<file path="config.mk">
export PLATFORM = sky130hd
export DESIGN_NAME = debounce
export DESIGN_NICKNAME = d
export VERILOG_FILES = /design/src/rtl/debounce_pkg.sv /design/src/rtl/sync_2ff.sv /design/src/rtl/debounce.sv
export SDC_FILE = /design/constraint.sdc
export NUM_CORES = 1
export LEC_CHECK = 0
export ABC_AREA = 1
export CAP_MARGIN = 10
export CORE_MARGIN = 2
export CORE_UTILIZATION = 45
export CTS_BUF_LIST = sky130_fd_sc_hd__clkbuf_2 sky130_fd_sc_hd__clkbuf_4 sky130_fd_sc_hd__clkbuf_8
export DETAILED_ROUTE_END_ITERATION = 10
export GPL_ROUTABILITY_DRIVEN = 0
export PLACE_DENSITY_LB_ADDON = 0.12
export SKIP_LAST_GASP = 1
export SLEW_MARGIN = 10
export SYNTH_ARGS = -nofsm -noshare
export SYNTH_HDL_FRONTEND = slang
export SYNTH_HIERARCHICAL = 1
export SYNTH_SLANG_ARGS = --single-unit
</file>
<file path="constraint.sdc">
create_clock -name clk -period 1.45 [get_ports clk]
set_clock_uncertainty 0.1 [all_clocks]
set_input_delay 0.29 -clock clk [delete_from_list [all_inputs] [get_ports clk]]
set_output_delay 0.29 -clock clk [all_outputs]
set_load 0.01 [all_outputs]
</file>
<file path="src/rtl/debounce_pkg.sv">
`default_nettype none
// +----------------------------------------------------------------------+
// | debounce_pkg                                                         |
// | Shared constants for the push-button debouncer.                      |
// | Rev 1.0                                                              |
// +----------------------------------------------------------------------+
package debounce_pkg;

  localparam int DEBOUNCE_CNT_DEFAULT = 21;
  localparam int SYNC_STAGES          = 2;

endpackage : debounce_pkg
`default_nettype wire

</file>
<file path="src/rtl/sync_2ff.sv">
`default_nettype none
// +----------------------------------------------------------------------+
// | sync_2ff                                                             |
// | Plain flop-chain synchronizer, async active-low reset to 0.          |
// | Rev 1.0                                                              |
// +----------------------------------------------------------------------+
module sync_2ff
  import debounce_pkg::*;
#(
  parameter int STAGES = SYNC_STAGES
) (
  input  wire logic clk,
  input  wire logic rst,
  input  wire logic d,
  output logic      q
);

  logic [STAGES-1:0] r_sync;

  // Pure shift: nothing may sit between the metastability flops.
  always_ff @(posedge clk or negedge rst) begin
    if (!rst) begin
      r_sync <= '0;
    end else begin
      r_sync <= {r_sync[STAGES-2:0], d};
    end
  end

  assign q = r_sync[STAGES-1];

endmodule : sync_2ff
`default_nettype wire

</file>
<file path="src/rtl/debounce.sv">
`default_nettype none
// +----------------------------------------------------------------------+
// | debounce                                                             |
// | Push-button debouncer; one-clock raise pulse per accepted press.     |
// | Build option: DEBOUNCE_ACTIVE_LOW_EN (btn = 0 means pressed).        |
// | Rev 1.0                                                              |
// +----------------------------------------------------------------------+
module debounce
  import debounce_pkg::*;
#(
  parameter int DEBOUNCE_CNT = DEBOUNCE_CNT_DEFAULT
) (
  input  wire logic clk,
  input  wire logic rst,
  input  wire logic btn,
  output logic      raise
);

  logic                    w_btn_pol;
  logic                    w_sync_q;
  logic                    r_state;
  logic                    r_raise;
  logic [DEBOUNCE_CNT-1:0] r_cnt;

`ifdef DEBOUNCE_ACTIVE_LOW_EN
  assign w_btn_pol = ~btn;
`else
  assign w_btn_pol = btn;
`endif

  sync_2ff #(
    .STAGES (SYNC_STAGES)
  ) u_sync (
    .clk (clk),
    .rst (rst),
    .d   (w_btn_pol),
    .q   (w_sync_q)
  );

  // Count consecutive mismatch clocks; any agreeing sample restarts the count,
  // and the all-ones clock is the one that accepts the new level.
  always_ff @(posedge clk or negedge rst) begin
    if (!rst) begin
      r_cnt   <= '0;
      r_state <= 1'b0;
      r_raise <= 1'b0;
    end else if (w_sync_q == r_state) begin
      r_cnt   <= '0;
      r_raise <= 1'b0;
    end else if (!(&r_cnt)) begin
      r_cnt   <= r_cnt + 1'b1;
      r_raise <= 1'b0;
    end else begin
      r_state <= w_sync_q;
      r_cnt   <= '0;
      r_raise <= w_sync_q;
    end
  end

  assign raise = r_raise;

endmodule : debounce
`default_nettype wire

</file>
* Yosys cells after proc, flatten, opt, wreduce, memory -nomap -nowiden
Index checks and enable logic that the tools add are counted.
** Word-level totals
- Register bits :: 25
- Input bits :: 3
- Logic and storage cells :: 13
** Operators by class
- Add/subtract/negate cells :: 1
- Eq/ne operators :: 1
- Multiplexer cells :: 4
- Bitwise gates (word level) :: 1
- Reductions and logical operators :: 2
** Operators by type and width (count)
- 2-to-1 mux 21 bit :: 2
- AND reduction 22 bit :: 1
- adder 21 x 1 -> 21 bit (second input constant) :: 1
- AND reduction 21 bit :: 1
- 2-to-1 mux 1 bit :: 2
- equality test 1 bit :: 1
- inverter 1 bit :: 1

* Depth between registers and ports, before layout
- Depth after elaboration :: 3
- Mapped depth :: 9
- Gate-level depth less buffers :: 9

* Cells and area by module
The synthesis kept the hierarchy.
** Modules (own cells, without submodules)
- debounce :: instances 1, cells an instance 148, area each 1276.2 µm²
- sync_2ff :: instances 1, cells an instance 2, area each 50.0 µm²

* Worst setup path after synthesis
OpenSTA, ideal clock, no wires.
- Path type :: register -> register
- From :: reg r_cnt[0]
- To :: reg r_cnt[15]
- Library setup time :: 119 ps
- Arrival time :: 1375 ps
- Path slack :: -144 ps
- Stages on the path, launching flop included :: 10
- Cell sequence :: dfrtp_1 > ha_1 > nand2_2 > nor2_4 > nand2_4 > nor2_8 > nand3_4 > nand2_4 > buf_12 > nor2_2
** On the way
- Cells in the longest elaborated chain, start to end :: 3
** RTL lines
- from (decl) :: line debounce.sv:23 : logic [DEBOUNCE_CNT-1:0] r_cnt;
- from (signal assigned) :: line debounce.sv:51 : r_cnt <= r_cnt + 1'b1;
- adder 21 x 1 -> 21 bit or AND reduction 21 bit (tied branches) :: line debounce.sv:51, debounce.sv:50
- 2-to-1 mux 21 bit * :: line debounce.sv:50 : end else if (!(&r_cnt)) begin
- 2-to-1 mux 21 bit * :: line debounce.sv:47 : end else if (w_sync_q == r_state) begin
Every way passes the cells marked *; elsewhere a longest branch is shown, timed or not.
A chain may end at the register's enable or synchronous reset.

* Final worst setup path
- From :: reg r_cnt[1]
- To :: reg r_cnt[5]
Same word-level chain as after synthesis.

==> qor.txt <==
==================================================================================================
Status .............................................................................. complete, but fails checks
Violations in the final reports ..................................................... negative setup slack
Depth of the worst register-to-register path ........................................            8
Synthesis-stage register bit count ..................................................           25
Clock latency reported for the late side of the worst-skew pair .....................      0.32 ns
Largest net degree at the start of global routing ...................................           26
Post-synthesis cell area ............................................................     1330 um2
Standby leakage power ...............................................................     0.732 nW
Power, Total ........................................................................      1.11 mW
Number of warnings reported in the yosys synthesis log ..............................            6
Net count, final ....................................................................          185
Fraction of registers with async set/reset ..........................................         100%
Initial antenna violation count .....................................................            0
Via-per-instance ratio ..............................................................         4.84
Critical-path maximum fanout ........................................................            6
HPWL after detailed placement .......................................................      1800 um
R2R Path Start ...................................................................... r_cnt[1]$_DFF_PN0_
Fillers .............................................................................          255
Final setup fails ...................................................................           13
Largest cells by area after synthesis ............................................... sky130_fd_sc_hd__dfrtp_1 47%, sky130_fd_sc_hd__nand2_1 9.9%, sky130_fd_sc_hd__nor2_1 5.7%, sky130_fd_sc_hd__nor2_2 4.2%, sky130_fd_sc_hd__xnor2_1 4.0%
Power density normalized to cell area ...............................................   674 nW/um2
Sequential element share of the synthesized area ....................................        47.2%
Number of non-filler instances in the completed layout ..............................          211
First-pass GRT wire length ..........................................................      4530 um
Placement-stage cell area ...........................................................     1500 um2
Largest buffer count on any clock path ..............................................            2
Number of DRC violations after detailed routing .....................................            0
RSZ-0062 raised after global routing ................................................         true
Share of the synthesized area in the top cell type ..................................        47.2%
Total global routing overflow .......................................................            0
Detailed-route via count ............................................................        1,022
Total nets after synthesis ..........................................................          154
Buffer cell driving the clock tree root ............................................. sky130_fd_sc_hd__clkbuf_4
Slowest-stage cell, CP .............................................................. sky130_fd_sc_hd__dfrtp_1
Most common flop cell mapped by yosys ............................................... sky130_fd_sc_hd__dfrtp_1
Clock sink count ....................................................................           25
Number of enable-type register cells in the synthesized netlist .....................            0
Cells after Synth ...................................................................          150
Worst max-slew margin expressed relative to the limit ...............................        78.7%
Fmax achieved .......................................................................      666 MHz
Number of global-route vias before repair ...........................................        1,006
Crit Reg-Reg Endpoint ............................................................... r_cnt[5]$_DFF_PN0_
Worst slack at placement ............................................................   -0.0677 ns
Area growth from synthesis to final layout ..........................................        24.4%
Global router's overall resource usage ..............................................        17.4%
Placeable core region ...............................................................     2780 um2
Total negative setup slack ..........................................................    -0.350 ns
Quantity of hold-fixing buffers added after cts .....................................            0
CP Data Arrival Time ................................................................      1.62 ns
Initial Util ........................................................................        47.7%
Endpoint type of the worst setup path ...............................................     register
Die boundary width ..................................................................      58.3 um
Buffers on Ports ....................................................................            3
CP Launch Type ......................................................................     register
Max IR drop VDD .....................................................................     0.578 mV
Routed WL ...........................................................................      2590 um
Hold_ws .............................................................................     0.195 ns
Slew Viols, Final ...................................................................            0
Max_cap viols .......................................................................            0
Register-to-register setup slack ....................................................     -0.05 ns
Floorplan row count .................................................................           19
Slew @ Worst Pin ....................................................................     0.318 ns
Delay of the slowest critical-path stage ............................................      0.38 ns
Number of placed instances with taps included .......................................          198
Final core area utilization .........................................................        59.3%
Clock transition time at the flip-flop clock pins of the worst setup and hold paths .      0.15 ns
Per-cell routed wire length .........................................................      12.3 um
Antenna diodes ......................................................................            0
Layout cells sized above 1 ..........................................................        32.8%
Period minus WS final ...............................................................      1.50 ns
Count of nets left with antenna violations after detail routing .....................            0
Post-Synthesis Mean Instance Area ...................................................     8.84 um2
CTS tree ............................................................................          yes
Drt first-iter violations ...........................................................           49
Chip Height .........................................................................      58.3 um
Path type of the worst setup path ................................................... register to register
Post-route standard cell area excluding fillers .....................................     1650 um2
Depth of the CTS H-tree .............................................................            1
Post-route worst setup slack ........................................................   -0.0518 ns
Fin crit share ......................................................................         104%
Cell taking the most area after synthesis ........................................... sky130_fd_sc_hd__dfrtp_1
Cell breakdown of the critical path ................................................. ha_2 > nand2_2 > nor2_4 > nand2_4 > nor2_8 > nand3_4 > nand2_8 > nor2_2
Synth cell types ....................................................................           26
Hold violation count in the final report ............................................            0
Total die area ......................................................................     3400 um2
Number of CTS-inserted buffers ......................................................            3
Worst endpoint required time ........................................................      1.57 ns
Top-Level Pins ......................................................................            4
Post-synth top cells ................................................................ 35 x sky130_fd_sc_hd__nand2_1, 25 x sky130_fd_sc_hd__dfrtp_1, 20 x sky130_fd_sc_hd__nor2_1
Most frequent cell after synthesis .................................................. sky130_fd_sc_hd__nand2_1
DR pass1 iterations .................................................................            4
Hold WC Path Type ................................................................... input pin to async pin
==================================================================================================
==> state kept, by name, indices dropped and copies added (netlist names) <==
| name | cells |
|---|---|
| u_sync/r_sync | 2 |
| r_cnt | 21 |
| raise | 1 |
| r_state | 1 |
==> worst max-delay path, delay by kind of cell, from the launching register on <==
| family | cells | cell delay [ns] |
|---|---|---|
| flops | 1 | 0.38 |
| simple gates | 7 | 0.75 |
| fa+ha+maj | 1 | 0.19 |
==> layout by cell type (no fill, tap or decap), drive strengths merged, types with 3 or more instances in the layout <==
cell type  count
a21oi          5
buf           23
clkbuf         3
dfrtp         25
inv           14
nand2         40
nand3         11
nor2          33
nor3           5
xnor2          6
xor2           3
==> timing repair <==
action	4_1_cts	5_1_grt
setup endpoints to repair	16	20
gates resized for setup	4	10
setup buffers	1	7
gates cloned	1	0
pin swaps	5	5
==> per-layer routing <==
metal / vias up / track usage [%] / share of wire [%]
met4: 0 / 4.98 / 0.89
li1: 533 / - / -
met5: - / 0 / 0
met3: 4 / 2.20 / 2.4
met1: 478 / 26.9 / 52
met2: 7 / 25.7 / 45
==> cell families (layout without fill, tap and decap cells) <==
| logic type | after synthesis | after routing | share of synthesized area, % |
|---|---|---|---|
| AND/OR/NAND/NOR | 91 | 92 | 36.2 |
| flip-flops | 25 | 25 | 47.2 |
| buffers and inverters | 15 | 44 | 5.47 |
| AO/OA/AOI/OAI | 9 | 9 | 4.25 |
| XOR/XNOR | 9 | 9 | 5.94 |
| adder cells (fa/ha/maj) | 1 | 1 | 0.943 |
==> area by class of cell <==
type / instances / area (um2) / area share (%)
timing repair buffer: 26 / 214 / 13.0
clock inverter: 1 / 7.51 / 0.455
clock buffer: 3 / 22.5 / 1.36
inverter: 14 / 52.6 / 3.18
tap: 31 / 38.8 / 2.35
sequential: 25 / 628 / 38.1
multi-input combinational: 111 / 687 / 41.6
==> worst max-delay path by stage <==
stage                                     end  slack, ns               start
final                      r_cnt[5]$_DFF_PN0_      -0.05  r_cnt[1]$_DFF_PN0_
after detailed placement   r_cnt[3]$_DFF_PN0_      -0.07  r_cnt[0]$_DFF_PN0_
after global placement    r_cnt[20]$_DFF_PN0_      -0.02  r_cnt[0]$_DFF_PN0_
after global routing      r_cnt[13]$_DFF_PN0_      -0.16  r_cnt[0]$_DFF_PN0_
after CTS                  r_cnt[3]$_DFF_PN0_      -0.03  r_cnt[0]$_DFF_PN0_
after floorplan           r_cnt[15]$_DFF_PN0_      -0.14  r_cnt[0]$_DFF_PN0_
==> where the power goes <==
part / switching (mW) / total [mW] / leakage [nW] / internal, mW
Sequential: 0.00624 / 0.713 / 0.339 / 0.707
Clock: 0.213 / 0.319 / 0.0139 / 0.105
Combinational: 0.0484 / 0.0810 / 0.379 / 0.0325
Note: power is estimated with default switching activity, not from simulation.
